==> config.mk <==
export PLATFORM = sky130hd
export DESIGN_NAME = cnn_div_sdiv_20s_6ns
export DESIGN_NICKNAME = d
export VERILOG_FILES = /design/src/rtl/cnn_div_sdiv_20s_6ns.sv
export SDC_FILE = /design/constraint.sdc
export NUM_CORES = 1
export LEC_CHECK = 0
export BUFFER_PORTS_ARGS = -buffer_cell sky130_fd_sc_hd__buf_2
export CAP_MARGIN = 0
export CORE_MARGIN = 2
export CORE_UTILIZATION = 35
export CTS_CLUSTER_DIAMETER = 200
export CTS_CLUSTER_SIZE = 40
export DETAILED_ROUTE_END_ITERATION = 10
export PLACE_DENSITY_LB_ADDON = 0.25
export SLEW_MARGIN = 30
export SYNTH_ARGS = -nofsm -noshare
export SYNTH_HDL_FRONTEND = slang
export SYNTH_SLANG_ARGS = --single-unit
==> constraint.sdc <==
create_clock -name ap_clk -period 8.7 [get_ports ap_clk]
set_input_delay 0.87 -clock ap_clk [delete_from_list [all_inputs] [get_ports ap_clk]]
set_output_delay 0.87 -clock ap_clk [all_outputs]
set_load 0.02 [all_outputs]
==> src/rtl/cnn_div_sdiv_20s_6ns.sv <==
// Sequential signed/unsigned divider: 20-bit signed dividend by 6-bit unsigned divisor, one restoring step per cycle.
// Define CNN_DIV_REM_EN to produce the signed remainder; otherwise rem is tied to zero.
module cnn_div_sdiv_20s_6ns #(
    parameter logic [31:0] ID             = 32'd1,
    parameter int          DIVIDEND_WIDTH = 20,
    parameter int          DIVISOR_WIDTH  = 6
) (
    input  logic                      ap_clk,
    input  logic                      ap_rst,
    input  logic                      ap_start,
    input  logic [DIVIDEND_WIDTH-1:0] din0,
    input  logic [DIVISOR_WIDTH-1:0]  din1,
    output logic                      ap_ready,
    output logic                      ap_idle,
    output logic                      ap_done,
    output logic [DIVIDEND_WIDTH-1:0] quot,
    output logic [DIVISOR_WIDTH:0]    rem,
    output logic                      div0
);

    localparam logic [1:0] S_IDLE = 2'd0;
    localparam logic [1:0] S_CALC = 2'd1;
    localparam logic [1:0] S_DONE = 2'd2;
    localparam logic [4:0] LAST_STEP = 5'd19;

    logic [1:0]  state;
    logic [4:0]  cnt;
    logic [19:0] work;      // dividend magnitude shifts out the top, quotient bits shift in the bottom
    logic [5:0]  part;
    logic [5:0]  dvs;
    logic        neg;
    logic [19:0] quot_r;
    logic        div0_r;

    logic [19:0] mag;
    logic [6:0]  shifted;
    logic [7:0]  trial;
    logic        qbit;
    logic [5:0]  part_nxt;
    logic [19:0] work_nxt;
    logic        last_step;
    logic        accept;

    assign mag       = din0[19] ? (20'd0 - din0) : din0;
    assign ap_idle   = (state == S_IDLE);
    assign ap_ready  = ap_idle & ap_start;
    assign ap_done   = (state == S_DONE);
    assign accept    = ap_ready;
    assign last_step = (state == S_CALC) && (cnt == LAST_STEP);
    assign quot      = quot_r;
    assign div0      = div0_r;

    // A kept trial subtraction always fits 6 bits because the partial remainder stays below the divisor.
    always_comb begin
        shifted  = {part, work[19]};
        trial    = {1'b0, shifted} - {2'b00, dvs};
        qbit     = ~trial[7];
        part_nxt = qbit ? trial[5:0] : shifted[5:0];
        work_nxt = {work[18:0], qbit};
    end

    // NOTE: sequential state uses non-blocking assignments so every register samples pre-edge values.
    always_ff @(posedge ap_clk or posedge ap_rst) begin
        if (ap_rst) begin
            state  <= S_IDLE;
            cnt    <= 5'd0;
            work   <= 20'd0;
            part   <= 6'd0;
            dvs    <= 6'd0;
            neg    <= 1'b0;
            quot_r <= 20'd0;
            div0_r <= 1'b0;
        end else begin
            case (state)
                S_IDLE: begin
                    if (accept) begin
                        dvs  <= din1;
                        neg  <= din0[19];
                        work <= mag;
                        part <= 6'd0;
                        cnt  <= 5'd0;
                        if (din1 == 6'd0) begin
                            state  <= S_DONE;
                            quot_r <= 20'd0;
                            div0_r <= 1'b1;
                        end else begin
                            state <= S_CALC;
                        end
                    end
                end
                S_CALC: begin
                    work <= work_nxt;
                    part <= part_nxt;
                    cnt  <= cnt + 5'd1;
                    if (last_step) begin
                        state  <= S_DONE;
                        cnt    <= 5'd0;
                        quot_r <= neg ? (20'd0 - work_nxt) : work_nxt;
                        div0_r <= 1'b0;
                    end
                end
                S_DONE:  state <= S_IDLE;
                default: state <= S_IDLE;
            endcase
        end
    end

`ifdef CNN_DIV_REM_EN
    logic [6:0] rem_r;

    // Remainder takes the dividend's sign so that din0 = quot*din1 + rem holds.
    always_ff @(posedge ap_clk or posedge ap_rst) begin
        if (ap_rst) begin
            rem_r <= 7'd0;
        end else if (accept && (din1 == 6'd0)) begin
            rem_r <= 7'd0;
        end else if (last_step) begin
            rem_r <= neg ? (7'd0 - {1'b0, part_nxt}) : {1'b0, part_nxt};
        end
    end

    assign rem = rem_r;
`else
    assign rem = 7'd0;
`endif

endmodule

# Word-level counts from Yosys, hierarchy flattened
# Index checks and enable logic that the tools add are counted.
# op_classes
addsub,4
n_mul,0
div_mod_pow,0
n_lt_le_gt_ge,0
n_eq_ne,6
shift,0
mux,22
n_bitwise,2
n_reduce_logical,8
# op_table
op,count
2-to-1 mux 20 bit,6
case mux 20 bit (2 select lines),2
subtractor 1 x 20 -> 20 bit (first input constant),2
2-to-1 mux 6 bit,2
case mux 6 bit (2 select lines),1
2-to-1 mux 5 bit,2
case mux 5 bit (2 select lines),1
subtractor 7 x 6 -> 8 bit,1
logical NOT 6 bit,1
2-to-1 mux 2 bit,3
AND reduction 2 bit,3
adder 5 x 1 -> 5 bit (second input constant),1
equality test 5 bit (second input constant),1
inequality test 2 bit (second input constant),2
case mux 2 bit (2 select lines),1
AND reduction 4 bit,1
2-to-1 mux 1 bit,3
equality test 2 x 1 -> 1 bit (second input constant),1
equality test 2 bit (second input constant),1
logical NOT 2 bit,1
inequality test 2 x 1 -> 1 bit (second input constant),1
case mux 1 bit (2 select lines),1
nonzero test 2 bit,1
AND 1 bit,1
2 further kinds,2
# word_totals
ff_bits,61
latch_bits,0
ramBits,0
romBits,0
in_bits,29
output_inout_bits,31
wordCells,50
mem_count,0

# Depth between registers and ports, before layout
# logic_depth
depth_word,6
mapped_depth,13
ltp_nobuf,12

# Worst setup path after synthesis
# OpenSTA, ideal clock, no wires.
# synth_path
path_type,register to register
from,register part[3]
to,"register quot_r[16], in the netlist quot[16]"
setup_ns,0.132
arrival_ns,2.800
required_time_ns,8.568
setup_slack_ns,5.768
path_stages_with_launch,13
n_path_buf,1
synth_period_minus_slack_ns,2.932
cell_sequence,dfrtp_1 > ha_1 > a21o_1 > a211o_1 > or2_0 > clkbuf_1 > inv_2 > ha_1 > nand2b_1 > or4_4 > o31ai_1 > xor2_1 > o21ai_1
# synth_between
elab_chain_cells,6
# synth_rtl
item,line,source
"start, declared",29,logic [5:0] part;
"start signal, assigned",93,part <= part_nxt;
subtractor 7 x 6 -> 8 bit,56,"trial = {1'b0, shifted} - {2'b00, dvs};"
NOT 1 bit,57,qbit = ~trial[7];
subtractor 1 x 20 -> 20 bit,98,quot_r <= neg ? (20'd0 - work_nxt) : work_nxt;
2-to-1 mux 20 bit,98,
2-to-1 mux 20 bit,95,if (last_step) begin
case mux 20 bit (2 select lines),74,case (state)
"end signal, assigned",98,
"end, declared",32,logic [19:0] quot_r;
# Every way passes these cells. The select of a mux whose other input is x is not followed.
# A chain may end at the register's enable or synchronous reset.

# Worst setup path after layout
# Ends and elaborated chain as after synthesis.

==> metrics.md <==
| Metric | Value |
|---|---|
| Asr flop ratio synth | `100%` |
| Post-CTS Resized | `0` |
| Clock latency on the worst-skew pair | `about 340 ps` |
| Fin util | `41.8%` |
| F_max | `292 MHz` |
| Most frequent CP cell | `ha_1` |
| Syn_area_per_cell | `around 8.8 um^2` |
| Post-synthesis sequential area ratio | `40.6%` |
| Worst Path Arrival | `roughly 3600 ps` |
| Tot GR Track Use | `17.1%` |
| Main combinational cell family by area after synthesis | `simple AND/OR/NAND/NOR gates` |
| Vias in the first global route | `3,113` |
| Post-synthesis cell count | `427` |
| Initial antenna violation count | `0` |
| Power per cell area | `378 nW/um^2` |
| Synth Register Bits | `61` |
| Simple-Gate Fraction of Synth Area | `20.6%` |
| Final setup viols | `0` |
| Sink Count | `between 60 and 70` |
| CP Data Required Time | `8910 ps` |
| CTS root buffer | `clkbuf_8` |
| XOR/XNOR Fraction of Synth Area | `between 7 and 8%` |
| Clk slew on worst S/H paths | `80 ps` |
| Design area | `4340 um^2` |
| Num CTS Buffers | `9` |
| Outcome | `complete, no violations` |
| DRC errors left | `0` |
| Starting Density | `36.3%` |
| Area growth from synthesis to layout | `15.4%` |
| H-tree levels | `3` |
| Min cycle time layout | `3430 ps` |
| Fin. Hold Viols | `0` |
| Synth area leaders | `dfrtp_1 (41%), xor2_1 (5.8%), nand2_1 (5.7%)` |
| Max IR drop VDD | `0.138 mV` |
| Diode count | `0` |
| ANT nets after route | `0` |
| Die Ht | `108 um` |
| Leakage | `roughly 0.0019 uW` |
| RSZ-0062 raised after global routing | `no` |
| Crit-path cells | `ha_1 -> a21o_1 -> a211o_1 -> or2_0 -> inv_2 -> ha_1 -> nand2b_1 -> or4_4 -> o31ai_1 -> xor2_1 -> o21ai_1` |
| Num ports | `60` |
| Max-slew violation count | `0` |
| CP max stage cell | `a211o_1` |
| Worst Path Buf+Inv | `1` |
| Post-synthesis compound-gate area fraction | `19.9%` |
| Die area | `roughly 12,000 um^2` |
| Filler cell count | `roughly 1.1k` |
| Register Area | `approximately 1500 um^2` |
| Crit Path Max Fanout | `12` |
| Synth warnings | `0` |
| CP Launch Type | `flop` |
| Synth Area in Adders | `3.53%` |
| Prevailing post-synth register cell | `dfrtp_1` |
| Chip width | `108 um` |
| DRT iter0 DRCs | `~170` |
| Placed Cells | `~600` |
| Mux share of post-synthesis cell area | `2.66%` |
| Fin crit share | `39.4%` |
| DP Area | `approximately 4100 um^2` |
| Top cell type's share of synthesized area | `40.6%` |
| Routed Wire Length | `9210 um` |
| CP max stage delay | `480 ps` |
| Clock Path Buffers | `2` |
| Global placement routability congestion | `0.825` |
| Via Count | `roughly 3.2k` |
| TritonCTS clock tree | `yes` |
| Pre-Repair DR Iteration Count | `7` |
| Max-slew headroom | `47.9%` |
| Setup Skew | `~13 ps` |
| Post-synth EDFFs | `0` |
| Slew @ Worst Pin | `774 ps` |
| Share of cells above drive strength 1 | `18.3%` |
| Largest net degree at the start of global routing | `between 60 and 70` |
| HPWL after DPL | `6670 um` |
| Setup bufs post-CTS | `0` |
| FP Rows | `37` |
| Max cap viols | `0` |
| Port Buffers | `52` |
| First-pass GRT wire length | `15,600 um` |
| Setup TNS | `0 ps` |
| Fin cells | `612` |
| Hold buffers post-CTS | `0` |
| CP Class | `flop to flop` |
| Most frequent cell after synthesis | `dfrtp_1` |
| Core Area | `just over 10,000 um^2` |
| Worst hold path class | `flop to flop` |
| Fin nets | `510` |
| Vias per cell | `5.23` |
| CP delay by family, top | `compound AO/OA/AOI/OAI gates` |
| Yosys top cell by area | `dfrtp_1` |
| Grt total ovfl | `0` |
| Number of unique standard cell types used by synthesis | `48` |
| Cell Area, Synth | `3760 um^2` |
| Multi-input gate area | `2060 um^2` |
| Wire per inst | `between 15 and 20 um` |
| Setup crit end kind | `flop` |
| Commonest cells in the netlist | `dfrtp_1 (61), nand2_1 (57), o21ai_0 (31), xor2_1 (25), clkbuf_1 (23)` |
==> worst min-delay path, cell delays in order (launching register included) <==
cell     delay (ps)
dfrtp_1         340
nand2_1          50
o21ai_1          60
==> worst paths after layout <==
path	depth (start not counted)	start	end	slack (ps)
hold reg to reg	2	quot[7]	quot[7]	480
hold / removal	2	quot[7]	quot[7]	480
setup / recovery	11	part[3]	quot[16]	5270
setup reg to reg	11	part[3]	quot[16]	5270
min in group asynchronous	3	ap_rst	quot[8]	740
max in group asynchronous	3	ap_rst	work[17]	7440
==> cell type report <==
class / count / share of cell area (%)
sequential: 61 / 35.2
clock buffer: 9 / 2.85
tap: 136 / 3.92
clock inverter: 7 / 2.25
timing repair buffer: 58 / 7.04
multi-input combinational: 325 / 47.4
inverter: 16 / 1.38
==> metrics by stage <==
step | power, uW | setup WS (ps) | hold WS, ps
finish | 1640 | 5270 | 480
global route | 1790 | 5040 | 516
CTS | 1650 | 5290 | 488
detailed placement | 1360 | 5300 | 470
global placement | 1340 | 5370 | 465
floorplan | 1140 | 5770 | 450
==> placed cells by master (no fill, tap or decap), types with 9 or more instances in the layout <==
master and n:
a22oi_1 18, buf_2 52, clkbuf_8 9, dfrtp_1 61
ha_1 9, inv_1 13, mux2i_1 10, nand2_1 57
nand2b_1 11, nand3_1 16, nor2_1 21, nor2b_1 11
o211ai_1 10, o21ai_0 31, o21ai_1 22, o31ai_1 11
xor2_1 25
==> report_power, final <==
part	internal (uW)	leakage, uW	switching (uW)	total (uW)
clock	162	0.000106	123	285
combinational	316	0.00105	467	783
sequential	426	0.000723	146	571
==> flip-flops by register name (all words and copies together) (netlist names) <==
name,count
quot,20
part,6
div0,1
neg,1
dvs,6
cnt,5
work,20
state,2
==> cell families after synthesis <==
| kind of cell | after synthesis |
|---|---|
| adders and majority gates | 10 |
| and+or+nand+nor | 153 |
| DFF | 61 |
| buffers and inverters | 47 |
| other | 1 |
| muxes | 10 |
| xor gates and xnor gates | 31 |
| AOI/OAI and AO/OA | 114 |
==> metal layers <==
metal | up-vias | share of wire, % | track usage (%) | wire length [um]
li1 | 1597 | - | - | -
met1 | 1521 | 46 | 22.9 | 4230
met2 | 73 | 47 | 27.2 | 4350
met3 | 12 | 5.3 | 4.36 | 490
met4 | 0 | 1.6 | 5.04 | 144
met5 | - | 0 | 0 | 0
(Power assumes the default switching activity.)
